`src/rtl/mul_seq_param.sv`:
```
// Iterative shift-add multiplier, WIDTH-bit operands, 2*WIDTH-bit product.
// Signed mode multiplies magnitudes and applies the sign at completion.
module mul_seq_param #(
    parameter int unsigned WIDTH = 8
) (
    input  logic                 clk,
    input  logic                 rst,
    input  logic                 start,
    input  logic                 sign_mode,
    input  logic [WIDTH-1:0]     a,
    input  logic [WIDTH-1:0]     b,
    output logic [2*WIDTH-1:0]   res,
    output logic                 finish,
    output logic                 busy
);

    localparam int unsigned PW = 2 * WIDTH;
    localparam int unsigned CW = $clog2(WIDTH + 1);

    typedef enum logic {
        IDLE,
        CALC
    } state_t;

    state_t           state;
    logic [WIDTH-1:0] mcand;
    logic [WIDTH-1:0] mplier;
    logic [PW-1:0]    acc;
    logic [CW-1:0]    count;
    logic             neg;

    logic [WIDTH-1:0] a_mag_c;
    logic [WIDTH-1:0] b_mag_c;
    logic [PW-1:0]    partial_c;
    logic             last_c;

    // Magnitudes; the most-negative value maps to 2^(WIDTH-1) in WIDTH bits.
    assign a_mag_c   = (sign_mode && a[WIDTH-1]) ? WIDTH'(-a) : a;
    assign b_mag_c   = (sign_mode && b[WIDTH-1]) ? WIDTH'(-b) : b;
    assign partial_c = PW'(mcand) << count;
    // All WIDTH iterations are done once count reaches WIDTH.
    assign last_c    = (count == CW'(WIDTH));

    always_ff @(posedge clk) begin
        if (!rst) begin
            state  <= IDLE;
            mcand  <= '0;
            mplier <= '0;
            acc    <= '0;
            count  <= '0;
            neg    <= 1'b0;
            res    <= '0;
            finish <= 1'b0;
            busy   <= 1'b0;
        end else begin
            finish <= 1'b0;
            case (state)
                IDLE: begin
                    if (start) begin
                        mcand  <= a_mag_c;
                        mplier <= b_mag_c;
                        neg    <= sign_mode & (a[WIDTH-1] ^ b[WIDTH-1]);
                        acc    <= '0;
                        count  <= '0;
                        busy   <= 1'b1;
                        state  <= CALC;
                    end
                end
                CALC: begin
                    if (last_c) begin
                        res    <= neg ? PW'(-acc) : acc;
                        finish <= 1'b1;
                        busy   <= 1'b0;
                        state  <= IDLE;
                    end else begin
                        if (mplier[0]) begin
                            acc <= acc + partial_c;
                        end
                        mplier <= mplier >> 1;
                        count  <= count + CW'(1);
                    end
                end
                default: state <= IDLE;
            endcase
        end
    end

endmodule

```
`config.mk`:
```
export PLATFORM = sky130hd
export DESIGN_NAME = mul_seq_param
export DESIGN_NICKNAME = d
export VERILOG_FILES = /design/src/rtl/mul_seq_param.sv
export SDC_FILE = /design/constraint.sdc
export NUM_CORES = 1
export LEC_CHECK = 0
export BUFFER_PORTS_ARGS = -buffer_cell sky130_fd_sc_hd__buf_4
export CORE_MARGIN = 2
export CORE_UTILIZATION = 54
export DETAILED_ROUTE_END_ITERATION = 12
export HOLD_SLACK_MARGIN = 0.03
export PLACE_DENSITY_LB_ADDON = 0.08
export SYNTH_ARGS = -nofsm -noshare
export SYNTH_HDL_FRONTEND = slang
export SYNTH_SLANG_ARGS = --single-unit
```
`constraint.sdc`:
```
create_clock -name clk -period 3 [get_ports clk]
set_input_delay 0.6 -clock clk [delete_from_list [all_inputs] [get_ports clk]]
set_output_delay 0.6 -clock clk [all_outputs]
set_load 0.1 [all_outputs]
```
==> results of run 1 <==
-- per-stage QoR --
| stage | power, uW | hold WS, ns |
|---|---|---|
| global route | 1630 | 0.516 |
| detailed placement | 1110 | 0.469 |
| floorplan | 1000 | 0.441 |
| CTS | 1540 | 0.483 |
| global placement | 1100 | 0.461 |
| finish | 1560 | 0.486 |
-- logic make-up (layout without fill, tap and decap cells) --
| logic type | Yosys count | count (layout) | share of synthesized area [%] |
|---|---|---|---|
| AND/OR/NAND/NOR | 190 | 190 | 23.1 |
| AO/OA/AOI/OAI | 144 | 144 | 25.6 |
| flip-flops | 56 | 56 | 28.8 |
| buffers and inverters | 43 | 108 | 4.33 |
| XOR/XNOR | 32 | 32 | 7.19 |
| adder cells (fa/ha/maj) | 21 | 21 | 6.93 |
| multiplexers | 13 | 13 | 4.08 |
-- layer usage --
metal / up-vias / share of wire [%]
met2: 74 / 51
li1: 1909 / -
met3: 17 / 3.1
met5: - / 0
met1: 1789 / 44
met4: 0 / 1.4
-- registers in the layout, indices dropped and copies added (netlist names) --
register and cells:
mcand 8, state 1, mplier 8, neg 1, acc 16, busy 1, finish 1, count 4
res 16
-- cell type report --
type / count / share of cell area, %
clock buffer: 7 / 1.79
clock inverter: 1 / 0.156
inverter: 15 / 1.17
multi-input combinational: 400 / 57.3
sequential: 56 / 23.5
tap: 96 / 2.50
timing repair buffer: 85 / 13.7
-- timing repair --
| item | CTS | global route |
|---|---|---|
| hold buffers | 0 | 0 |
| pin swaps | 5 | 12 |
| gates resized for setup | 13 | 27 |
| buffers inserted | 2 | 5 |
| endpoints found under the setup margin | 1 | 6 |
-- report_power, final --
| part | internal (uW) | switching, uW |
|---|---|---|
| sequential | 767 | 29.5 |
| clock | 188 | 240 |
| combinational | 158 | 180 |
-- worst max path at each step --
stage	endpoint	slack, ns	depth (start not counted)
5_1_grt	acc[15]	-0.27	14
2_1_floorplan	acc[15]	0.01	14
3_3_place_gp	acc[15]	-0.06	11
6_report	acc[15]	-0.14	12
3_5_place_dp	acc[15]	-0.16	11
4_1_cts	acc[15]	-0.04	13
-- Yosys cell counts (14+ instances only) --
| library cell | count |
|---|---|
| clkbuf_1 | 21 |
| xor2_1 | 19 |
| nand3_1 | 24 |
| a21oi_1 | 25 |
| ha_1 | 20 |
| nor2b_1 | 14 |
| inv_1 | 14 |
| dfxtp_1 | 56 |
| nor2_1 | 25 |
| o211a_1 | 20 |
| o21ai_0 | 41 |
| nand2_1 | 81 |
-- worst reg2reg max path, cell delays in order, from the launching register on --
cell and delay [ns]:
dfxtp_4 0.40, mux2_2 0.38, o21ai_2 0.16, o21ai_1 0.09
nor2b_1 0.14, ha_1 0.32, a21oi_2 0.16, o211ai_1 0.12
buf_4 0.17, a2111oi_4 0.38, nor3_2 0.10, or4b_4 0.54
o311ai_4 0.09
==> results.py, run 1 <==
metrics = {
    "layout": {
        "seq_area_um2": 1130,
        "n_antenna_cell": 0,
        "multi_input_area_um2": 2760,
        "final_common_cell": "buf_4",
        "fill_cells": 638,
        "final_cell_mix": "buf_4 (82), nand2_1 (79), dfxtp_1 (52)",
        "final_area_um2": 4810,
        "utilization_pct": 69.7,
        "drive_gt1_share_pct": 23.4,
        "finalNonFillerCells": 660,
        "nets": 604,
        "area_growth_pct": 23.5,
    },
    "synthesis": {
        "synth_area_um2": 3900,
        "netlist.area_leader.share_pct": 28.8,
        "synth.area.top_cells": "dfxtp_1 (29%), nand2_1 (7.8%), ha_1 (6.4%), o21ai_0 (5.3%), o211a_1 (5.1%)",
        "synth_fp_nets": 540,
        "syn_avg_cell_area_um2": 7.81,
        "yosysTopAreaCell": "dfxtp_1",
        "syn_inst": 499,
        "ys_types": 54,
        "synth-edff-count": 0,
        "async_flop_share_pct": 0,
        "ys_seq_elements": 56,
        "synth_ff_type": "dfxtp_1",
        "ys_seq_area_share_pct": 28.8,
        "synth_warnings": 0,
    },
    "route": {
        "ant_nets": 0,
        "routed_wl_um": 9690,
        "drcViolationCount": 0,
        "vias": 3789,
        "drt-vias-per-instance": 5.74,
        "first_iter_violations": 179,
        "drt-pass1-iter-count": 4,
        "avgRoutedWirePerCell_um": 14.7,
    },
    "cts": {
        "clock_sinks": 56,
        "clkTransAtPathRegs_ns": 0.10,
        "cts.htree.levels": 2,
        "cts_tree": "built",
        "clock_latency_ns": 0.31,
        "numCtsBuffers": 5,
        "cts_max_path_buffers": 2,
        "root_buffer": "clkbuf_8",
    },
    "global_routing": {
        "overflow": 0,
        "grt_pass1_wl_um": 15800,
        "antenna_found_initial": 0,
        "top_usage_layer": "met2",
        "grt.total_usage_pct": 24.9,
        "grt_util_met3_pct": 3.79,
        "grt_max_degree": 51,
        "met1_usage_pct": 29.8,
        "grt_pass1_vias": 3542,
        "grt_use_met2_pct": 46.7,
    },
    "timing": {
        "fin_worst_skew_ns": 0.00454,
        "period_minus_slack_ns": 3.14,
        "fmax_ghz": 0.319,
        "tightest_slew_ns": 0.679,
        "hold_viol": 0,
        "finalCritPeriodShare_pct": 105,
        "rsz0062_at_grt": "yes",
        "setup_viol": 1,
        "final_max_slew_viol_count": 0,
        "fin_ws_ns": -0.137,
        "relSlewSlack_pct": 54.7,
        "finalSetupTns_ns": -0.137,
    },
    "hold_path": {
        "hold_depth": 2,
        "hold-path-endpoint": "mplier[2]",
        "min_path_type": "reg -> reg",
        "holdCritStartpoint": "mplier[2]",
    },
    "placed_design": {
        "port_buffers": 37,
        "postPlaceCellArea_um2": 4510,
        "place_ws_ns": -0.158,
        "dp.cells": 645,
        "place.gp.congestion": 0.907,
        "dp_hpwl_um": 7310,
    },
    "floorplanning": {
        "die_h_um": 89.0,
        "ios": 38,
        "die-area_um2": 7910,
        "core_area_um2": 6910,
        "rows": 30,
        "die_w_um": 89.0,
        "initial_core_util_pct": 56.4,
    },
    "setup_path": {
        "critPathBufInv": 1,
        "critPathArrivalTime_ns": 3.36,
        "path_max_fanout": 6,
        "path_class": "reg -> reg",
        "rr_endpoint": "acc[15]",
        "cpPeakStageDelay_ns": 0.54,
        "reg2regPathDepth": 12,
        "worstReg2RegStart": "count[1]",
        "crit_path_end_kind": "register",
        "critPathTopFamily": "compound AO/OA/AOI/OAI gates",
        "cp.required_ns": 3.22,
        "cp-startpoint": "count[1]",
        "slowest_stage": "or4b_4",
        "reg2reg_slack_ns": -0.14,
        "path_cells": "mux2_2 > o21ai_2 > o21ai_1 > nor2b_1 > ha_1 > a21oi_2 > o211ai_1 > buf_4 > a2111oi_4 > nor3_2 > or4b_4 > o311ai_4",
        "startpoint_type": "register",
    },
    "run": {
        "drv_cap": 0,
    },
    "status": {
        "status": "finished with violations",
        "violations": "negative setup slack",
    },
    "pwr": {
        "p_per_area_nw_per_um2": 325,
        "ir_worst_vdd_uv": 253,
        "p_leak_uw": 0.00221,
    },
}
Note: power is estimated with default switching activity, not from simulation.
==> run 2: changes to the inputs <==
- CORE_UTILIZATION: 54 -> 56
- CTS_BUF_LIST: default -> sky130_fd_sc_hd__clkbuf_4 sky130_fd_sc_hd__clkbuf_8
- SLEW_MARGIN: default -> 20
==> results.py, run 2 (synthesis results as in run 1) <==
metrics = {
    "cts": {
        "clock_latency_ns": 0.33,
        "cts_tree": "built",
        "clkTransAtPathRegs_ns": 0.11,
        "clock_sinks": 56,
        "cts_max_path_buffers": 2,
        "cts.htree.levels": 2,
        "numCtsBuffers": 5,
        "root_buffer": "clkbuf_8",
    },
    "layout": {
        "final_common_cell": "buf_4",
        "nets": 603,
        "largestRegisters": "acc: 16 flops, res: 16 flops",
        "finalNonFillerCells": 643,
        "area_growth_pct": 23.0,
        "final_cell_mix": "buf_4 (81), nand2_1 (78), dfxtp_1 (54)",
        "n_antenna_cell": 0,
        "drive_gt1_share_pct": 23.4,
    },
    "hold_path": {
        "holdCritStartpoint": "mplier[6]",
        "hold-path-endpoint": "mplier[6]",
        "min_path_type": "reg -> reg",
        "hold_depth": 2,
    },
    "floorplanning": {
        "die_w_um": 87.4,
        "core_area_um2": 6760,
        "initial_core_util_pct": 57.7,
        "die_h_um": 87.4,
        "ios": 38,
        "rows": 30,
        "die-area_um2": 7640,
    },
    "setup_path": {
        "path_class": "reg -> reg",
        "slowest_stage": "or4b_1",
        "startpoint_type": "register",
        "path_cells": "buf_6 > mux2i_4 > nand2_2 > nand2_2 > mux2i_2 > nor2b_4 > ha_4 > a21oi_4 > o211ai_1 > buf_4 > a2111oi_4 > nor3_2 > or4b_1 > o311ai_1",
        "critPathArrivalTime_ns": 3.30,
        "reg2reg_slack_ns": -0.05,
        "rr_endpoint": "acc[15]",
        "cpPeakStageDelay_ns": 0.47,
        "cp_common_cell": "nand2_2",
        "cp.required_ns": 3.25,
        "crit_path_end_kind": "register",
        "critPathTopFamily": "simple AND/OR/NAND/NOR gates",
        "critPathBufInv": 2,
        "reg2regPathDepth": 14,
        "worstReg2RegStart": "count[1]",
        "path_max_fanout": 6,
    },
    "global_routing": {
        "overflow": 0,
        "grt_util_met3_pct": 3.41,
        "grt_use_met2_pct": 46.3,
        "grt_max_degree": 51,
        "grt.total_usage_pct": 25.6,
        "met1_usage_pct": 31.6,
        "grt_pass1_wl_um": 15700,
        "top_usage_layer": "met2",
        "grt_pass1_vias": 3489,
        "antenna_found_initial": 0,
    },
    "timing": {
        "period_minus_slack_ns": 3.05,
        "finalCritPeriodShare_pct": 102,
        "fin_worst_skew_ns": 0.0106,
        "setup_viol": 1,
        "relSlewSlack_pct": 55.3,
        "hold_viol": 0,
        "final_max_slew_viol_count": 0,
        "rsz0062_at_grt": "yes",
        "fmax_ghz": 0.328,
        "tightest_slew_ns": 0.671,
        "finalSetupTns_ns": -0.0509,
        "fin_ws_ns": -0.0509,
    },
    "placed_design": {
        "port_buffers": 37,
        "place_ws_ns": -0.121,
        "place.gp.congestion": 0.863,
        "dp.cells": 628,
        "dp_hpwl_um": 7200,
    },
    "route": {
        "drt-vias-per-instance": 5.81,
        "first_iter_violations": 128,
        "routed_wl_um": 9610,
        "vias": 3733,
        "avgRoutedWirePerCell_um": 14.9,
        "drcViolationCount": 0,
        "drt-pass1-iter-count": 4,
        "ant_nets": 0,
    },
    "pwr": {
        "ir_worst_vdd_uv": 215,
        "p_leak_uw": 0.00221,
        "p_per_area_nw_per_um2": 332,
    },
    "status": {
        "violations": "negative setup slack",
        "status": "finished with violations",
    },
    "run": {
        "drv_cap": 0,
    },
}
==> run 2: changes by cell type in the layout (fill, tap and decap cells not counted), moves of 2 or more <==
cell	previous run	this run
a21oi_1	22	20
a21oi_2	2	4
dfxtp_1	52	54
dfxtp_2	3	0
==> run 2: worst max path at each step <==
stage	slack (ns)	depth (start not counted)	from	endpoint
6_report	-0.05	14	count[1]	acc[15]
5_1_grt	-0.21	14	count[1]	acc[15]
4_1_cts	-0.0003	13	count[1]	acc[15]
3_5_place_dp	-0.12	11	count[1]	acc[15]
3_3_place_gp	-0.06	11	count[1]	acc[15]
2_1_floorplan	0.01	14	count[1]	acc[15]
==> run 2: layout make-up <==
class                           instances  area, um^2
Multi-Input combinational cell        400        2760
Fill cell                             565        1960
Sequential cell                        56        1130
Timing Repair Buffer                   84         651
Tap cell                               80         100
Clock buffer                            5        68.8
Inverter                               15        56.3
Clock inverter                          3        26.3
==> run 2: per-layer routing <==
layer  vias up  share of wire (%)
met5         -                  0
met4         0                1.8
met3        12                3.7
met2        69                 50
met1      1748                 44
li1       1904                  -
==> run 2: through the flow <==
stage | hold WS [ns] | utilization [%] | cell area, um^2 | power, uW
finish | 0.474 | 70.9 | 4790 | 1590
global route | 0.490 | 70.9 | 4790 | 1670
CTS | 0.474 | 68.6 | 4640 | 1560
detailed placement | 0.459 | 66.3 | 4480 | 1110
global placement | 0.451 | 66.3 | 4480 | 1100
floorplan | 0.441 | - | 3910 | 1000
==> run 2: report_power, final <==
group | internal [uW] | switching [uW] | leakage, uW | total, uW
logic | 163 | 180 | 0.00171 | 344
registers | 766 | 29.0 | 0.000456 | 795
clock network | 171 | 283 | 0.0000423 | 454
==> run 2: timing repair <==
action                                  in CTS  in global routing
setup buffers                                2                  5
hold buffers                                 0                  0
endpoints found under the setup margin       1                  7
gates resized for setup                     13                 26
pin swaps                                    7                 12
gates cloned                                 0                  0
==> run 2: worst register-to-register path, stage by stage, from the launching register on <==
cell and delay [ns]:
dfxtp_4 0.39, buf_6 0.14, mux2i_4 0.18, nand2_2 0.10, nand2_2 0.07, mux2i_2 0.18, nor2b_4 0.21, ha_4 0.23
a21oi_4 0.16, o211ai_1 0.12, buf_4 0.17, a2111oi_4 0.38, nor3_2 0.08, or4b_1 0.47, o311ai_1 0.09
